$ cat src/rtl/mem_arbiter_pkg.sv
// Shared definitions for the fetch/data memory arbiter: default bus width and
// the owner tag that routes read data back to the requester granted last cycle.
package mem_arbiter_pkg;
    localparam int XLEN = 32;

    typedef enum logic [1:0] {
        OWN_NONE = 2'd0,
        OWN_IF   = 2'd1,
        OWN_DM   = 2'd2
    } owner_e;
endpackage

$ cat src/rtl/mem_arbiter_if.sv
// Bundle of the fetch port, data port and shared memory port around the arbiter.
// The slave view is the arbiter; the master view is the requesters plus memory.
interface mem_arbiter_if #(
    parameter int XLEN = mem_arbiter_pkg::XLEN
);
    logic            if_req;
    logic [XLEN-1:0] if_addr;
    logic            if_gnt;
    logic            if_rvalid;
    logic [XLEN-1:0] if_rdata;

    logic            dm_req;
    logic            dm_we;
    logic [XLEN-1:0] dm_addr;
    logic [XLEN-1:0] dm_wdata;
    logic            dm_gnt;
    logic            dm_rvalid;
    logic [XLEN-1:0] dm_rdata;
    logic            dm_err;

    logic            mem_en;
    logic            mem_we;
    logic [XLEN-1:0] mem_addr;
    logic [XLEN-1:0] mem_wdata;
    logic [XLEN-1:0] mem_rdata;

    modport slave (
        input  if_req, if_addr, dm_req, dm_we, dm_addr, dm_wdata, mem_rdata,
        output if_gnt, if_rvalid, if_rdata, dm_gnt, dm_rvalid, dm_rdata, dm_err,
        output mem_en, mem_we, mem_addr, mem_wdata
    );

    modport master (
        output if_req, if_addr, dm_req, dm_we, dm_addr, dm_wdata, mem_rdata,
        input  if_gnt, if_rvalid, if_rdata, dm_gnt, dm_rvalid, dm_rdata, dm_err,
        input  mem_en, mem_we, mem_addr, mem_wdata
    );
endinterface

$ cat src/rtl/mem_arbiter_starve_cnt.sv
// Counts data grants taken while a fetch waits; at_max tells the arbiter to
// hand the next cycle to the fetch.
module arb_starve_cnt #(
    parameter int STARVE_MAX = 3
) (
    input  logic clk,
    input  logic reset,
    input  logic inc,
    input  logic clr,
    output logic at_max
);
    localparam int CW = (STARVE_MAX < 1) ? 1 : $clog2(STARVE_MAX + 1);
    localparam logic [CW-1:0] MAXV = CW'(STARVE_MAX);

    logic [CW-1:0] cnt;

    always_ff @(posedge clk or negedge reset) begin
        if (!reset) begin
            cnt <= '0;
        end else if (clr) begin
            cnt <= '0;
        end else if (inc && (cnt != MAXV)) begin
            cnt <= cnt + 1'b1;
        end
    end

    assign at_max = (cnt == MAXV);
endmodule

$ cat src/rtl/mem_arbiter.sv
// Arbitrates a single-port, 1-cycle-latency memory between instruction fetch
// and the data stage: data first, with a starvation guard for the fetch.
module mem_arbiter
    import mem_arbiter_pkg::*;
#(
    parameter int XLEN       = mem_arbiter_pkg::XLEN,
    parameter int STARVE_MAX = 3
) (
    input  logic            clk,
    input  logic            reset,
    mem_arbiter_if.slave    bus
);
    localparam logic [XLEN-1:0] ZERO = '0;

    owner_e owner_q, owner_d;
    logic   err_q, err_d;
    logic   dm_ok, at_max, if_win, dm_win;

    // Grant decision is purely combinational; reset forces both grants low.
    assign dm_ok  = bus.dm_req && (bus.dm_addr[1:0] == 2'b00);
    assign if_win = reset && bus.if_req && (!dm_ok || at_max);
    assign dm_win = reset && dm_ok && !(bus.if_req && at_max);

    arb_starve_cnt #(.STARVE_MAX(STARVE_MAX)) u_starve (
        .clk    (clk),
        .reset  (reset),
        .inc    (dm_win && bus.if_req),
        .clr    (if_win || !bus.if_req),
        .at_max (at_max)
    );

    always_ff @(posedge clk or negedge reset) begin
        if (!reset) begin
            owner_q <= OWN_NONE;
            err_q   <= 1'b0;
        end else begin
            owner_q <= owner_d;
            err_q   <= err_d;
        end
    end

    // Writes finish in the grant cycle, so only reads claim the return slot.
    always_comb begin
        owner_d = OWN_NONE;
        if (if_win) begin
            owner_d = OWN_IF;
        end else if (dm_win && !bus.dm_we) begin
            owner_d = OWN_DM;
        end
        err_d = bus.dm_req && (bus.dm_addr[1:0] != 2'b00);
    end

    always_comb begin
        bus.if_gnt    = if_win;
        bus.dm_gnt    = dm_win;
        bus.mem_en    = if_win || dm_win;
        bus.mem_we    = dm_win && bus.dm_we;
        bus.mem_addr  = ZERO;
        bus.mem_wdata = ZERO;
        if (if_win) begin
            bus.mem_addr = bus.if_addr;
        end else if (dm_win) begin
            bus.mem_addr  = bus.dm_addr;
            bus.mem_wdata = bus.dm_wdata;
        end
        bus.if_rvalid = (owner_q == OWN_IF);
        bus.dm_rvalid = (owner_q == OWN_DM);
        bus.if_rdata  = bus.if_rvalid ? bus.mem_rdata : ZERO;
        bus.dm_rdata  = bus.dm_rvalid ? bus.mem_rdata : ZERO;
        bus.dm_err    = err_q;
    end
endmodule

$ cat src/flat_wrapper.sv
// flat-port wrapper written by rule: the top's interface ports become plain ports
module mem_arbiter_flat import mem_arbiter_pkg::*;
#(
    parameter int XLEN       = mem_arbiter_pkg::XLEN,
    parameter int STARVE_MAX = 3
)
  (clk, reset, bus_if_req, bus_if_addr, bus_dm_req, bus_dm_we, bus_dm_addr, bus_dm_wdata, bus_mem_rdata, bus_if_gnt, bus_if_rvalid, bus_if_rdata, bus_dm_gnt, bus_dm_rvalid, bus_dm_rdata, bus_dm_err, bus_mem_en, bus_mem_we, bus_mem_addr, bus_mem_wdata);
  mem_arbiter_if #(.XLEN(XLEN)) bus_i ();
  input  logic clk;
  input  logic reset;
  input wire logic [$bits(bus_i.if_req)-1:0] bus_if_req;
  input wire logic [$bits(bus_i.if_addr)-1:0] bus_if_addr;
  input wire logic [$bits(bus_i.dm_req)-1:0] bus_dm_req;
  input wire logic [$bits(bus_i.dm_we)-1:0] bus_dm_we;
  input wire logic [$bits(bus_i.dm_addr)-1:0] bus_dm_addr;
  input wire logic [$bits(bus_i.dm_wdata)-1:0] bus_dm_wdata;
  input wire logic [$bits(bus_i.mem_rdata)-1:0] bus_mem_rdata;
  output wire logic [$bits(bus_i.if_gnt)-1:0] bus_if_gnt;
  output wire logic [$bits(bus_i.if_rvalid)-1:0] bus_if_rvalid;
  output wire logic [$bits(bus_i.if_rdata)-1:0] bus_if_rdata;
  output wire logic [$bits(bus_i.dm_gnt)-1:0] bus_dm_gnt;
  output wire logic [$bits(bus_i.dm_rvalid)-1:0] bus_dm_rvalid;
  output wire logic [$bits(bus_i.dm_rdata)-1:0] bus_dm_rdata;
  output wire logic [$bits(bus_i.dm_err)-1:0] bus_dm_err;
  output wire logic [$bits(bus_i.mem_en)-1:0] bus_mem_en;
  output wire logic [$bits(bus_i.mem_we)-1:0] bus_mem_we;
  output wire logic [$bits(bus_i.mem_addr)-1:0] bus_mem_addr;
  output wire logic [$bits(bus_i.mem_wdata)-1:0] bus_mem_wdata;
  assign bus_i.if_req = bus_if_req;
  assign bus_i.if_addr = bus_if_addr;
  assign bus_i.dm_req = bus_dm_req;
  assign bus_i.dm_we = bus_dm_we;
  assign bus_i.dm_addr = bus_dm_addr;
  assign bus_i.dm_wdata = bus_dm_wdata;
  assign bus_i.mem_rdata = bus_mem_rdata;
  assign bus_if_gnt = bus_i.if_gnt;
  assign bus_if_rvalid = bus_i.if_rvalid;
  assign bus_if_rdata = bus_i.if_rdata;
  assign bus_dm_gnt = bus_i.dm_gnt;
  assign bus_dm_rvalid = bus_i.dm_rvalid;
  assign bus_dm_rdata = bus_i.dm_rdata;
  assign bus_dm_err = bus_i.dm_err;
  assign bus_mem_en = bus_i.mem_en;
  assign bus_mem_we = bus_i.mem_we;
  assign bus_mem_addr = bus_i.mem_addr;
  assign bus_mem_wdata = bus_i.mem_wdata;
  mem_arbiter #(.XLEN(XLEN), .STARVE_MAX(STARVE_MAX)) u_core (.clk(clk), .reset(reset), .bus(bus_i));
endmodule
$ cat config.mk
export PLATFORM = sky130hd
export DESIGN_NAME = mem_arbiter_flat
export DESIGN_NICKNAME = d
export VERILOG_FILES = /design/src/rtl/mem_arbiter_pkg.sv /design/src/rtl/mem_arbiter_if.sv /design/src/rtl/mem_arbiter_starve_cnt.sv /design/src/rtl/mem_arbiter.sv /design/src/flat_wrapper.sv
export SDC_FILE = /design/constraint.sdc
export NUM_CORES = 1
export LEC_CHECK = 0
export CORE_AREA = 2 2 104 106
export CTS_CLUSTER_SIZE = 28
export DETAILED_ROUTE_END_ITERATION = 6
export DIE_AREA = 0 0 106 108
export GPL_ROUTABILITY_DRIVEN = 0
export PLACE_DENSITY = 0.59
export SLEW_MARGIN = 10
export SYNTH_ARGS = -nofsm -noshare
export SYNTH_HDL_FRONTEND = slang
export SYNTH_HIERARCHICAL = 1
export SYNTH_SLANG_ARGS = --single-unit
$ cat constraint.sdc
create_clock -name clk -period 2.3 [get_ports clk]
set_input_delay 0.46 -clock clk [delete_from_list [all_inputs] [get_ports clk]]
set_output_delay 0.46 -clock clk [all_outputs]
set_load 0.01 [all_outputs]
# Word level (Yosys, flattened, before mapping)
# Index checks and enable logic that the tools add are counted.
# totals
ff_bits	5
input_bits	133
out_inout_bits	135
wordCells	39
# op_classes
addsub	1
eq_ne	4
mux	10
reduce_logical	21
# ops
operator	n
two-way mux 32 bit	6
logical AND 1 bit	11
two-way mux 2 bit	4
== test 2 bit (second input constant)	2
zero test 1 bit	4
nonzero test 2 bit	2
logical OR 1 bit	3
adder 2 x 1 -> 2 bit (second input constant)	1
== test 2 x 1 -> 1 bit (second input constant)	1
zero test 2 bit	1
!= test 2 bit (second input constant)	1

# Longest topological paths before layout
# logic_depth
ltp_word	8
ltp_mapped	6

# Modules after synthesis
# Netlist, hierarchy kept.
# by_module_without_submodules
module	n_inst	cells_each	area_each_um2
mem_arbiter	1	161	1151.1
arb_starve_cnt	1	10	123.9

# Least setup slack after synthesis
# Ideal clock, no wire load.
# synth_timing
kind	reg-to-output
startpoint	register u_core.u_starve.cnt[0]
endpoint	output bus_mem_addr[24]
arrival_time_ps	1469
setup_slack_ps	371
stages_incl_launch_ff	6
path_cell_list	dfrtp_1 ha_1 nor4b_2 nor2_2 buf_2 a22o_1
# synth_rtl
item	line_no	rtl
start, declared	mem_arbiter_starve_cnt.sv:15	logic [CW-1:0] cnt;
start signal, assigned	mem_arbiter_starve_cnt.sv:23	cnt <= cnt + 1'b1;
== test 2 bit	mem_arbiter_starve_cnt.sv:27	assign at_max = (cnt == MAXV);
net u_core.at_max	mem_arbiter.sv:17	logic dm_ok, at_max, if_win, dm_win;
logical OR 1 bit	mem_arbiter.sv:21	assign if_win = reset && bus.if_req && (!dm_ok || at_max);
logical AND 1 bit	mem_arbiter.sv:21	
net bus_if_gnt	flat_wrapper.sv:18	output wire logic [$bits(bus_i.if_gnt)-1:0] bus_if_gnt;
two-way mux 32 bit	mem_arbiter.sv:60	if (if_win) begin
end, declared	flat_wrapper.sv:27	output wire logic [$bits(bus_i.mem_addr)-1:0] bus_mem_addr;
# The timed path passes the listed nets, and every way through them passes these cells.

# Final worst setup path
# layout_timing
startpoint	register u_core.u_starve.cnt[0]
endpoint	output bus_mem_addr[10]
# layout_via
elab_chain_cells	6
# layout_lines
item	line_no	rtl
== test 2 bit (*)	mem_arbiter_starve_cnt.sv:27	
net u_core.at_max	mem_arbiter.sv:17	
logical AND 1 bit	mem_arbiter.sv:22	assign dm_win = reset && dm_ok && !(bus.if_req && at_max);
zero test 1 bit	mem_arbiter.sv:22	
logical AND 1 bit	mem_arbiter.sv:22	
two-way mux 32 bit	mem_arbiter.sv:62	end else if (dm_win) begin
two-way mux 32 bit (*)	mem_arbiter.sv:60	
# The timed path passes the listed nets; every way through them passes the cells marked *.

==> metrics.txt <==
number of nets in the layout 583; Initial Utilization 0.125; Worst Path Required 1.84 ns; cts bufs inserted 3; antenna violations before repair 0; Max-cap violations 0; clk sink count 5; clock root cell clkbuf_8; Avg Vias per Cell 3.89; Met2 Routed Length 4.30 mm; largest net degree at the start of global routing 34; yosys synthesis warning count 6; ys async rst share 1.00; setup violation total in the final timing report 7; Rows 37; Slew @ Worst Pin 0.391 ns; critical path class reg2out; I/O Pins 268; Finished Core Util 0.402; Clock power frac 0.213; n_diodes 0; grt ovf 0; final clock skew 0.00238 ns; switching portion of total power 0.266; DRT antenna net count 0; failing checks setup timing; H-tree depth 1; number of iterations in the first detailed-routing pass 4; outcome finished, violations left; via count 2271; CTS tree yes; critical path's top delay family simple AND/OR/NAND/NOR gates; post-route minimum period 2.32 ns; WL/cell 13.3 um; DRC Markers 0; Max Fclk 431 MHz; Comb pwr share 0.665; Slew HR 0.736; number of synthesized flops with an enable pin 0; met3 WL post-DR 768 um; Fill cells 1076; Mapped Cells 171; vias in the first global route 2274; setup repair after global routing missed its margin true; Final Total Pwr 0.000755 W; wire length on met1 2.67 mm; Post-Place Worst Slack -0.502 ns; DR iter-0 viols 67; Lkg Pwr 1.85 nW; dpl hpwl 6.42 mm; post-synth cell types 23; Core Region 10200 sq um; top_reg_cell synth dfrtp_1; worst skew pair latency 0.22 ns; Hold WC Path Type in2async; DR top layer met4; max-slew violations 0; Max VDD drop 0.115 mV; Sequential Power Share 0.122; drt total wl 7.78 mm; CTS Hold Bufs 0; crit-path max FO 7; final hold vios 0; buffers plus inverters on the worst setup path 3; Psw 0.000201 W; clock buffer depth 2; first-pass GRT wire length 11.6 mm; share of layout cells above drive strength 1 0.188; Clock transition at path regs 0.04 ns; mean post-synth cell area 7.46 sq um; Final period util 1.01; synthesized area 1270 sq um; Worst path slowest cell dfrtp_1; Die H 108 um; CP arrival 1.86 ns; gr usage total 0.125; sequential share of the synthesized area 0.0981; setup ws final -0.0177 ns; Area growth, synth to finish 222%; Synth Register Bits 5; Worst path max stage delay 0.41 ns; Power per Cell Area 184 nW/um^2; chip width 106 um; Port Buffers 267; internal power 0.000554 W; die area 11400 sq um; CP Cell Sequence ha_4 -> nor4b_4 -> nor2_4 -> buf_12 -> buf_6 -> a22o_1 -> buf_2; Crit. End Element output pin; crit path launch type register; synthesized net count 305
## worst paths after layout
kind                                             start                     end  slack, ns  depth (start not counted)
worst min-delay path                             reset       u_core/bus.dm_err       0.36                          2
worst max-delay path            u_core/u_starve/cnt[0]        bus_mem_addr[10]      -0.02                          7
worst max register to register  u_core/u_starve/cnt[0]  u_core/u_starve/cnt[1]       0.73                          5
max in group asynchronous                        reset       u_core/owner_q[0]       1.83                          2
worst min register to register  u_core/u_starve/cnt[1]  u_core/u_starve/cnt[1]       0.72                          3
min in group clk                            bus_dm_req       u_core/bus.dm_err       0.66                          2
## placed cells by master, fill, tap and decap left out
cell type	count
o21a_1	1
and2_1	99
mux2_4	1
nand2_1	2
buf_16	1
nand4bb_1	1
nor2b_1	4
clkdlybuf4s15_1	1
buf_4	14
nor2_4	1
nor2b_4	1
buf_12	3
o21ai_0	2
clkbuf_1	1
nor4b_4	1
dlymetal6s2s_1	1
a22o_1	30
clkbuf_8	3
buf_6	4
dfrtp_1	5
buf_2	29
clkdlybuf4s15_2	7
nor2_1	1
clkbuf_2	15
dlygate4sd2_1	19
nor3b_1	1
nor3b_4	1
ha_4	1
buf_8	1
nand2b_1	1
clkdlybuf4s50_1	194
and3_4	1
or2_1	1
## state kept, by name (all words and copies together) (netlist names)
register,flops
u_core/owner_q,2
u_core/u_starve/cnt,2
u_core/bus.dm_err,1
## cell type report
| class | instances | area (sq um) | area share |
|---|---|---|---|
| timing repair buffer | 289 | 2680 | 0.653 |
| tap | 136 | 170 | 0.0414 |
| sequential | 5 | 125 | 0.0305 |
| multi-input combinational | 150 | 1090 | 0.264 |
| clock buffer | 4 | 45.0 | 0.0110 |
## per-stage QoR
step           instance area (sq um)  setup TNS, ns  instances  hold slack, ns
2_1_floorplan                   1270              0        171           0.164
3_3_place_gp                    4120         -28.38        568           0.544
3_5_place_dp                    4120         -31.01        568           0.559
4_1_cts                         4150       -0.00280        581           0.358
5_1_grt                         4110         -0.784        584           0.386
6_report                        4110        -0.0380        584           0.359
## power by group through the flow
stage               sequential (W)  clock, W  combinational [W]
global placement         0.0000931         0           0.000517
CTS                      0.0000924  0.000165           0.000510
detailed placement       0.0000933         0           0.000521
floorplan                0.0000937         0           0.000129
global route             0.0000927  0.000171           0.000539
finish                   0.0000925  0.000161           0.000502
## cell usage after synthesis, drive strengths merged, types with 2 or more instances
cell type | instances | share of area
nor2 | 2 | 0.0079
nor2b | 5 | 0.030
dfrtp | 5 | 0.098
nor3b | 2 | 0.016
buf | 10 | 0.058
nand2 | 2 | 0.0059
clkbuf | 6 | 0.018
o21ai | 2 | 0.0079
a22o | 30 | 0.21
and2 | 99 | 0.49
## what timing repair did
item	4_1_cts	5_1_grt
hold endpoints to repair	0	0
pin swaps	5	4
resized for setup	187	34
buffers inserted	7	4
cloned	2	0
setup endpoints to repair	68	47
## logic make-up (layout without fill, tap and decap cells)
family / count (synthesis) / count (layout) / synth area share
AOI/OAI and AO/OA: 33 / 33 / 0.220
adders and majority gates: 1 / 1 / 0.00981
buffers and inverters: 16 / 293 / 0.0756
DFF: 5 / 5 / 0.0981
muxes: 1 / 1 / 0.0118
and+or+nand+nor: 115 / 115 / 0.585
## routing by layer
layer,vias up,track usage
li1,1127,-
met2,152,0.251
met4,0,0.0160
met1,988,0.136
met3,4,0.0271
met5,-,0
Note: power is estimated with default switching activity, not from simulation.
